===== src/rtl/datapath_gen_if.sv =====
// Command/result bundle between the controller FSM and datapath_gen.
// Latency: none (wires only).
// Backpressure: Start is honoured only while the datapath is idle; Busy/Done report progress.
interface datapath_gen_if #(
    parameter int DATA_W     = 16,
    parameter int RF_DEPTH   = 16,
    parameter int DMEM_DEPTH = 256
);
    localparam int RF_AW = $clog2(RF_DEPTH);
    localparam int DM_AW = $clog2(DMEM_DEPTH);

    logic              Start;
    logic [1:0]        Op;
    logic [2:0]        ALUSelect;
    logic [DM_AW-1:0]  DAddr;
    logic [RF_AW-1:0]  WriteAddr;
    logic [RF_AW-1:0]  ReadAddrA;
    logic [RF_AW-1:0]  ReadAddrB;
    logic              Busy;
    logic              Done;
    logic [DATA_W-1:0] ALUinA;
    logic [DATA_W-1:0] ALUinB;
    logic [DATA_W-1:0] ALUout;
    logic              Zero;
    logic              Carry;
    logic              Overflow;

    modport master (
        output Start, Op, ALUSelect, DAddr, WriteAddr, ReadAddrA, ReadAddrB,
        input  Busy, Done, ALUinA, ALUinB, ALUout, Zero, Carry, Overflow
    );

    modport slave (
        input  Start, Op, ALUSelect, DAddr, WriteAddr, ReadAddrA, ReadAddrB,
        output Busy, Done, ALUinA, ALUinB, ALUout, Zero, Carry, Overflow
    );
endinterface


===== src/rtl/datapath_gen.sv =====
// Multi-cycle datapath: register file, data memory and ALU sequenced by IDLE/EXEC/MEMRD/DONE.
// Latency: ALU/STORE/NOP finish 2 edges after accept, LOAD 3 (Done is a 1-cycle pulse).
// Backpressure: one command at a time; Start is ignored unless idle. Flags need DATAPATH_GEN_FLAGS_EN.
module datapath_gen #(
    parameter int DATA_W     = 16,
    parameter int RF_DEPTH   = 16,
    parameter int DMEM_DEPTH = 256
) (
    input  logic            Clk,
    input  logic            Reset,
    datapath_gen_if.slave   bus
);
    localparam int RF_AW = $clog2(RF_DEPTH);
    localparam int DM_AW = $clog2(DMEM_DEPTH);

    localparam logic [1:0] OP_LOAD  = 2'd0;
    localparam logic [1:0] OP_STORE = 2'd1;
    localparam logic [1:0] OP_ALU   = 2'd2;

    typedef enum logic [1:0] {
        S_IDLE  = 2'd0,
        S_EXEC  = 2'd1,
        S_MEMRD = 2'd2,
        S_DONE  = 2'd3
    } state_t;

    state_t              state_q, state_d;
    logic [1:0]          op_q, op_d;
    logic [2:0]          sel_q, sel_d;
    logic [DM_AW-1:0]    daddr_q, daddr_d;
    logic [RF_AW-1:0]    waddr_q, waddr_d;
    logic [RF_AW-1:0]    raddr_a_q, raddr_a_d;
    logic [RF_AW-1:0]    raddr_b_q, raddr_b_d;
    logic [DATA_W-1:0]   alu_in_a_q, alu_in_a_d;
    logic [DATA_W-1:0]   alu_in_b_q, alu_in_b_d;
    logic [DATA_W-1:0]   alu_out_q, alu_out_d;
    logic [DATA_W-1:0]   rf_q [RF_DEPTH];
    logic [DATA_W-1:0]   rf_d [RF_DEPTH];
    logic [DATA_W-1:0]   dmem [DMEM_DEPTH];
    logic [DATA_W-1:0]   dmem_rd_q;

    logic [DATA_W-1:0]   rf_a, rf_b, alu_res, rf_wdat;
    logic                rf_we, dmem_we, flags_we;

    // Combinational register-file reads for the latched source addresses.
    assign rf_a = rf_q[raddr_a_q];
    assign rf_b = rf_q[raddr_b_q];

    // ALU on live RF operands; wraps modulo 2^DATA_W.
    always_comb begin
        alu_res = '0;
        case (sel_q)
            3'd0:    alu_res = rf_a;
            3'd1:    alu_res = rf_a + rf_b;
            3'd2:    alu_res = rf_a - rf_b;
            3'd3:    alu_res = rf_a & rf_b;
            3'd4:    alu_res = rf_a | rf_b;
            3'd5:    alu_res = rf_a ^ rf_b;
            3'd6:    alu_res = ~rf_a;
            default: alu_res = '0;
        endcase
    end

    // Sequencer: command capture, operand/result latching and write enables.
    always_comb begin
        state_d    = state_q;
        op_d       = op_q;
        sel_d      = sel_q;
        daddr_d    = daddr_q;
        waddr_d    = waddr_q;
        raddr_a_d  = raddr_a_q;
        raddr_b_d  = raddr_b_q;
        alu_in_a_d = alu_in_a_q;
        alu_in_b_d = alu_in_b_q;
        alu_out_d  = alu_out_q;
        rf_we      = 1'b0;
        rf_wdat    = alu_res;
        dmem_we    = 1'b0;
        flags_we   = 1'b0;
        case (state_q)
            S_IDLE: begin
                if (bus.Start) begin
                    op_d      = bus.Op;
                    sel_d     = bus.ALUSelect;
                    daddr_d   = bus.DAddr;
                    waddr_d   = bus.WriteAddr;
                    raddr_a_d = bus.ReadAddrA;
                    raddr_b_d = bus.ReadAddrB;
                    state_d   = S_EXEC;
                end
            end
            S_EXEC: begin
                alu_in_a_d = rf_a;
                alu_in_b_d = rf_b;
                case (op_q)
                    OP_ALU: begin
                        alu_out_d = alu_res;
                        rf_we     = 1'b1;
                        flags_we  = 1'b1;
                        state_d   = S_DONE;
                    end
                    OP_STORE: begin
                        dmem_we = 1'b1;
                        state_d = S_DONE;
                    end
                    OP_LOAD: state_d = S_MEMRD;
                    default: state_d = S_DONE;
                endcase
            end
            S_MEMRD: begin
                rf_we   = 1'b1;
                rf_wdat = dmem_rd_q;
                state_d = S_DONE;
            end
            default: state_d = S_IDLE;
        endcase
    end

    // Next register-file image: single write port.
    always_comb begin
        rf_d = rf_q;
        if (rf_we) begin
            rf_d[waddr_q] = rf_wdat;
        end
    end

    // Control, operand and register-file state; reset clears the RF and aborts any write.
    always_ff @(posedge Clk) begin
        if (Reset) begin
            state_q    <= S_IDLE;
            op_q       <= '0;
            sel_q      <= '0;
            daddr_q    <= '0;
            waddr_q    <= '0;
            raddr_a_q  <= '0;
            raddr_b_q  <= '0;
            alu_in_a_q <= '0;
            alu_in_b_q <= '0;
            alu_out_q  <= '0;
            rf_q       <= '{default: '0};
        end else begin
            state_q    <= state_d;
            op_q       <= op_d;
            sel_q      <= sel_d;
            daddr_q    <= daddr_d;
            waddr_q    <= waddr_d;
            raddr_a_q  <= raddr_a_d;
            raddr_b_q  <= raddr_b_d;
            alu_in_a_q <= alu_in_a_d;
            alu_in_b_q <= alu_in_b_d;
            alu_out_q  <= alu_out_d;
            rf_q       <= rf_d;
        end
    end

    // Data memory: synchronous read every cycle, so the word is ready in MEMRD; contents survive reset.
    always_ff @(posedge Clk) begin
        if (!Reset && dmem_we) begin
            dmem[daddr_q] <= rf_a;
        end
        dmem_rd_q <= dmem[daddr_q];
    end

`ifdef DATAPATH_GEN_FLAGS_EN
    logic zero_q, zero_d, carry_q, carry_d, ovf_q, ovf_d;

    // Status flags derived from the ALU result; only ADD/SUB produce carry and overflow.
    always_comb begin
        zero_d  = zero_q;
        carry_d = carry_q;
        ovf_d   = ovf_q;
        if (flags_we) begin
            zero_d  = (alu_res == '0);
            carry_d = 1'b0;
            ovf_d   = 1'b0;
            if (sel_q == 3'd1) begin
                // Unsigned wrap of a sum shows up as a result smaller than an operand.
                carry_d = (alu_res < rf_a);
                ovf_d   = (rf_a[DATA_W-1] == rf_b[DATA_W-1]) &&
                          (alu_res[DATA_W-1] != rf_a[DATA_W-1]);
            end else if (sel_q == 3'd2) begin
                carry_d = (rf_a < rf_b);
                ovf_d   = (rf_a[DATA_W-1] != rf_b[DATA_W-1]) &&
                          (alu_res[DATA_W-1] != rf_a[DATA_W-1]);
            end
        end
    end

    // Flag registers.
    always_ff @(posedge Clk) begin
        if (Reset) begin
            zero_q  <= 1'b0;
            carry_q <= 1'b0;
            ovf_q   <= 1'b0;
        end else begin
            zero_q  <= zero_d;
            carry_q <= carry_d;
            ovf_q   <= ovf_d;
        end
    end

    assign bus.Zero     = zero_q;
    assign bus.Carry    = carry_q;
    assign bus.Overflow = ovf_q;
`else
    assign bus.Zero     = 1'b0;
    assign bus.Carry    = 1'b0;
    assign bus.Overflow = 1'b0;

    logic unused_flags;
    assign unused_flags = flags_we;
`endif

    assign bus.Busy   = (state_q == S_EXEC) || (state_q == S_MEMRD);
    assign bus.Done   = (state_q == S_DONE);
    assign bus.ALUinA = alu_in_a_q;
    assign bus.ALUinB = alu_in_b_q;
    assign bus.ALUout = alu_out_q;

endmodule


===== src/flat_wrapper.sv =====
// flat-port wrapper written by rule: the top's interface ports become plain ports
module datapath_gen_flat 
#(
    parameter int DATA_W     = 16,
    parameter int RF_DEPTH   = 16,
    parameter int DMEM_DEPTH = 256
)
  (Clk, Reset, bus_Start, bus_Op, bus_ALUSelect, bus_DAddr, bus_WriteAddr, bus_ReadAddrA, bus_ReadAddrB, bus_Busy, bus_Done, bus_ALUinA, bus_ALUinB, bus_ALUout, bus_Zero, bus_Carry, bus_Overflow);
  datapath_gen_if #(.DATA_W(DATA_W), .RF_DEPTH(RF_DEPTH), .DMEM_DEPTH(DMEM_DEPTH)) bus_i ();
  input  logic Clk;
  input  logic Reset;
  input wire logic [$bits(bus_i.Start)-1:0] bus_Start;
  input wire logic [$bits(bus_i.Op)-1:0] bus_Op;
  input wire logic [$bits(bus_i.ALUSelect)-1:0] bus_ALUSelect;
  input wire logic [$bits(bus_i.DAddr)-1:0] bus_DAddr;
  input wire logic [$bits(bus_i.WriteAddr)-1:0] bus_WriteAddr;
  input wire logic [$bits(bus_i.ReadAddrA)-1:0] bus_ReadAddrA;
  input wire logic [$bits(bus_i.ReadAddrB)-1:0] bus_ReadAddrB;
  output wire logic [$bits(bus_i.Busy)-1:0] bus_Busy;
  output wire logic [$bits(bus_i.Done)-1:0] bus_Done;
  output wire logic [$bits(bus_i.ALUinA)-1:0] bus_ALUinA;
  output wire logic [$bits(bus_i.ALUinB)-1:0] bus_ALUinB;
  output wire logic [$bits(bus_i.ALUout)-1:0] bus_ALUout;
  output wire logic [$bits(bus_i.Zero)-1:0] bus_Zero;
  output wire logic [$bits(bus_i.Carry)-1:0] bus_Carry;
  output wire logic [$bits(bus_i.Overflow)-1:0] bus_Overflow;
  assign bus_i.Start = bus_Start;
  assign bus_i.Op = bus_Op;
  assign bus_i.ALUSelect = bus_ALUSelect;
  assign bus_i.DAddr = bus_DAddr;
  assign bus_i.WriteAddr = bus_WriteAddr;
  assign bus_i.ReadAddrA = bus_ReadAddrA;
  assign bus_i.ReadAddrB = bus_ReadAddrB;
  assign bus_Busy = bus_i.Busy;
  assign bus_Done = bus_i.Done;
  assign bus_ALUinA = bus_i.ALUinA;
  assign bus_ALUinB = bus_i.ALUinB;
  assign bus_ALUout = bus_i.ALUout;
  assign bus_Zero = bus_i.Zero;
  assign bus_Carry = bus_i.Carry;
  assign bus_Overflow = bus_i.Overflow;
  datapath_gen #(.DATA_W(DATA_W), .RF_DEPTH(RF_DEPTH), .DMEM_DEPTH(DMEM_DEPTH)) u_core (.Clk(Clk), .Reset(Reset), .bus(bus_i));
endmodule

===== config.mk =====
export PLATFORM = sky130hd
export DESIGN_NAME = datapath_gen_flat
export DESIGN_NICKNAME = d
export VERILOG_FILES = /design/src/rtl/datapath_gen_if.sv /design/src/rtl/datapath_gen.sv /design/src/flat_wrapper.sv
export SDC_FILE = /design/constraint.sdc
export NUM_CORES = 2
export LEC_CHECK = 0
export BUFFER_PORTS_ARGS = -buffer_cell sky130_fd_sc_hd__buf_2
export CAP_MARGIN = 20
export CORE_UTILIZATION = 33
export CTS_CLUSTER_DIAMETER = 120
export DETAILED_ROUTE_END_ITERATION = 8
export GPL_TIMING_DRIVEN = 0
export SYNTH_ARGS = -nofsm -noshare
export SYNTH_HDL_FRONTEND = slang
export SYNTH_SLANG_ARGS = --single-unit

===== constraint.sdc =====
create_clock -name Clk -period 17.95 [get_ports Clk]
set_clock_uncertainty 0.15 [all_clocks]
set_input_delay 0.8975 -clock Clk [delete_from_list [all_inputs] [get_ports Clk]]
set_output_delay 0.8975 -clock Clk [all_outputs]
set_load 0.05 [all_outputs]

==> metrics.txt <==
1st-iter DRT viols 20.02k; cell area after layout 0.2090 mm2; share of cells above drive strength 1 0.3281; Comb pwr share 0.215; cell internal pwr 0.01805 W; Worst-Skew Late Latency 1120 ps; WL/cell 45.23 um; largest cells by area after synthesis edfxtp_1, mux4_2, dfxtp_1, nand2_1, nor2_1; Async S/R FF share, synth 0; pwr/cell area between 100 and 150 mW/mm2; Post-synth EDFFs 4,096; clk buf depth 4; Starting Density 0.3313; Reg power frac 0.433; status complete, no violations; Fmax achieved ~110 MHz; crit path max fanout 11; Seq/Total Area, Yosys 0.7422; DR vias just over 100k; Worst Hold Class input pin to flip-flop; clock power share 0.352; Die X 730.4 um; Core ar. 0.5285 mm2; CTS tree yes; Critical Path Sink Type flip-flop; DR pass1 iterations 6; Overflow after GRT 0; crit share post-route 0.4928; htree depth 5; Filler cells ~46k; Yosys warning count 0; unrepaired setup endpoints after global routing no; DRC viols 0; VDD IR-drop max about 0.00010 V; syn avg cell area roughly 21 um2; GPL Wtd Cong between 1 and 1.5; Worst-Margin Slew roughly 1300 ps; die area between 0.5 and 0.6 mm2; Die Y between 700 and 800 um; mapped cell area roughly 0.18 mm2; maximum capacitance violations 0; final setup vio count 0; first-pass GRT wire length 964,800 um; DP HPWL 536,300 um; initial antenna violation count between 100 and 150; Reg clk slew, reported paths around 60 ps; relative slew slack 0.1313; Sw Ratio 0.3101; cell accounting for the most synthesized area edfxtp_1; Yosys reg bits 4,443; Layout area overhead 19.38%; Netlist cell types 87; min cycle time layout 8845 ps; nets 9,403; commonest cells after routing, fill and taps aside edfxtp_1, mux4_2, nand2_1, clkbuf_16, dfxtp_1; number of port buffers 77; Design Power ~0.026 W; P_sw roughly 0.0081 W; type of element launching the critical path flip-flop; Ports 81; Worst Hold Slack 78.83 ps; area fraction of the dominant cell type after synthesis 0.7025; dpl cell area 0.1946 mm2; Post-DRT Antenna Nets 0; Sink Count 4,443; clock root buffer master clkbuf_16; Max Slew Vio Count 0; Synth Flop Type edfxtp_1; critical path required time 18,540 ps; CP arrival approximately 9400 ps; total CTS buffers about 430; total global-route track usage 0.2777; Synth Instances ~8.4k; via count of the first global-routing pass 96.05k; final-report hold violation count 0; Site Rows 267; crit path kind flip-flop to flip-flop; leakage around 66 nW; Post-Route WL around 760,000 um; Post-Route Setup TNS 0 ps; largest net degree at the start of global routing 109; vias per cell 6.189; most common cell after layout, fill and taps aside edfxtp_1
-- power by group through the flow --
stage	Sequential [W]	Clock, W	Combinational, W
final	0.0113	0.00920	0.00564
after floorplan	0.0116	0	0.00233
after global placement	0.0116	0	0.00502
after global routing	0.0113	0.00957	0.00555
after CTS	0.0113	0.00920	0.00537
after detailed placement	0.0115	0	0.00536
-- stage by stage --
step | setup WS (ps) | util | std cells
final | 9105 | 0.3955 | 16740
after global routing | 9425 | 0.3952 | 16690
after CTS | 9538 | 0.3948 | 16670
after detailed placement | 9583 | 0.3681 | 15860
after global placement | 4936 | 0.3486 | 15450
after floorplan | 11220 | - | 8375
-- state kept, by name, indices dropped and copies added, names as in the netlist, 3 cells and up --
register           flops
u_core.bus.ALUinA     16
u_core.waddr_q         4
u_core.bus.ALUout     16
u_core.dmem_rd_q      16
u_core.daddr_q         8
u_core.raddr_b_q       4
u_core.raddr_a_q       4
u_core.bus.ALUinB     16
u_core.rf_q          256
u_core.dmem         4096
u_core.sel_q           3
-- per-layer routing --
| metal | GRT usage | vias up | share of wire |
|---|---|---|---|
| li1 | - | 36870 | - |
| met2 | 0.4018 | 9342 | 0.43 |
| met5 | 0.0008986 | - | 0.00048 |
| met4 | 0.1614 | 36 | 0.071 |
| met3 | 0.1125 | 1751 | 0.15 |
| met1 | 0.3518 | 55610 | 0.35 |
-- final timing paths --
kind | start | to | slack (ps) | cells after the start
setup / recovery | u_core.daddr_q[1]$_SDFFE_PP0P_ | u_core.dmem[154][0]$_DFFE_PP_ | 9100 | 16
hold / removal | bus_Op[0] | u_core.op_q[0]$_SDFFE_PP0P_ | 80 | 3
setup reg to reg | u_core.daddr_q[1]$_SDFFE_PP0P_ | u_core.dmem[154][0]$_DFFE_PP_ | 9100 | 16
hold reg to reg | u_core.rf_q[208]$_SDFFE_PP0P_ | u_core.rf_q[208]$_SDFFE_PP0P_ | 320 | 2
-- repair_timing --
item | 4_1_cts | 5_1_grt
endpoints found under the hold margin | 11 | 0
buffers inserted | 0 | 0
hold buffers | 11 | 0
resized for setup | 0 | 0
-- kinds of logic (layout without fill, tap and decap cells) --
logic type	count (synthesis)	in the layout	share of synthesized area
AO/OA/AOI/OAI	579	579	0.02111
XOR/XNOR	22	22	0.001101
adder cells (fa/ha/maj)	53	53	0.003830
buffers and inverters	589	1900	0.01410
flip-flops	4443	4443	0.7422
multiplexers	1523	1523	0.1891
other	1	64	0.00002142
AND/OR/NAND/NOR	1163	1163	0.02856
-- critical path, stage by stage (launching register included) --
cell and delay [ps]:
dfxtp_1 360, clkbuf_1 510, buf_8 260, clkbuf_1 690
clkbuf_2 510, buf_12 240, clkbuf_1 580, buf_8 240
buf_2 790, buf_2 820, nand2_1 100, nor2_1 280
nand2_1 820, clkbuf_2 660, buf_16 330, nor2_2 700
buf_8 240
-- cell type report --
class / instances / area (um2) / share of cell area
Buffer: 542 / 2536 / 0.01213
Multi-Input combinational cell: 3343 / 44040 / 0.2107
Timing Repair Buffer: 514 / 9417 / 0.04505
Tap cell: 6994 / 8751 / 0.04187
Clock inverter: 272 / 2771 / 0.01326
Clock buffer: 525 / 11220 / 0.05367
Antenna cell: 61 / 152.6 / 0.0007303
Sequential cell: 4443 / 129900 / 0.6217
Inverter: 47 / 177.7 / 0.0008501
-- cell usage after synthesis (42+ instances only) --
library cell	n
a21oi_1	257
buf_1	76
buf_2	104
clkbuf_1	344
dfxtp_1	347
edfxtp_1	4096
ha_1	52
inv_1	42
mux2i_1	83
mux4_2	1418
nand2_1	485
nand3_1	124
nor2_1	378
nor2b_1	50
o21ai_0	80
Power figures use the tool's default switching activity.
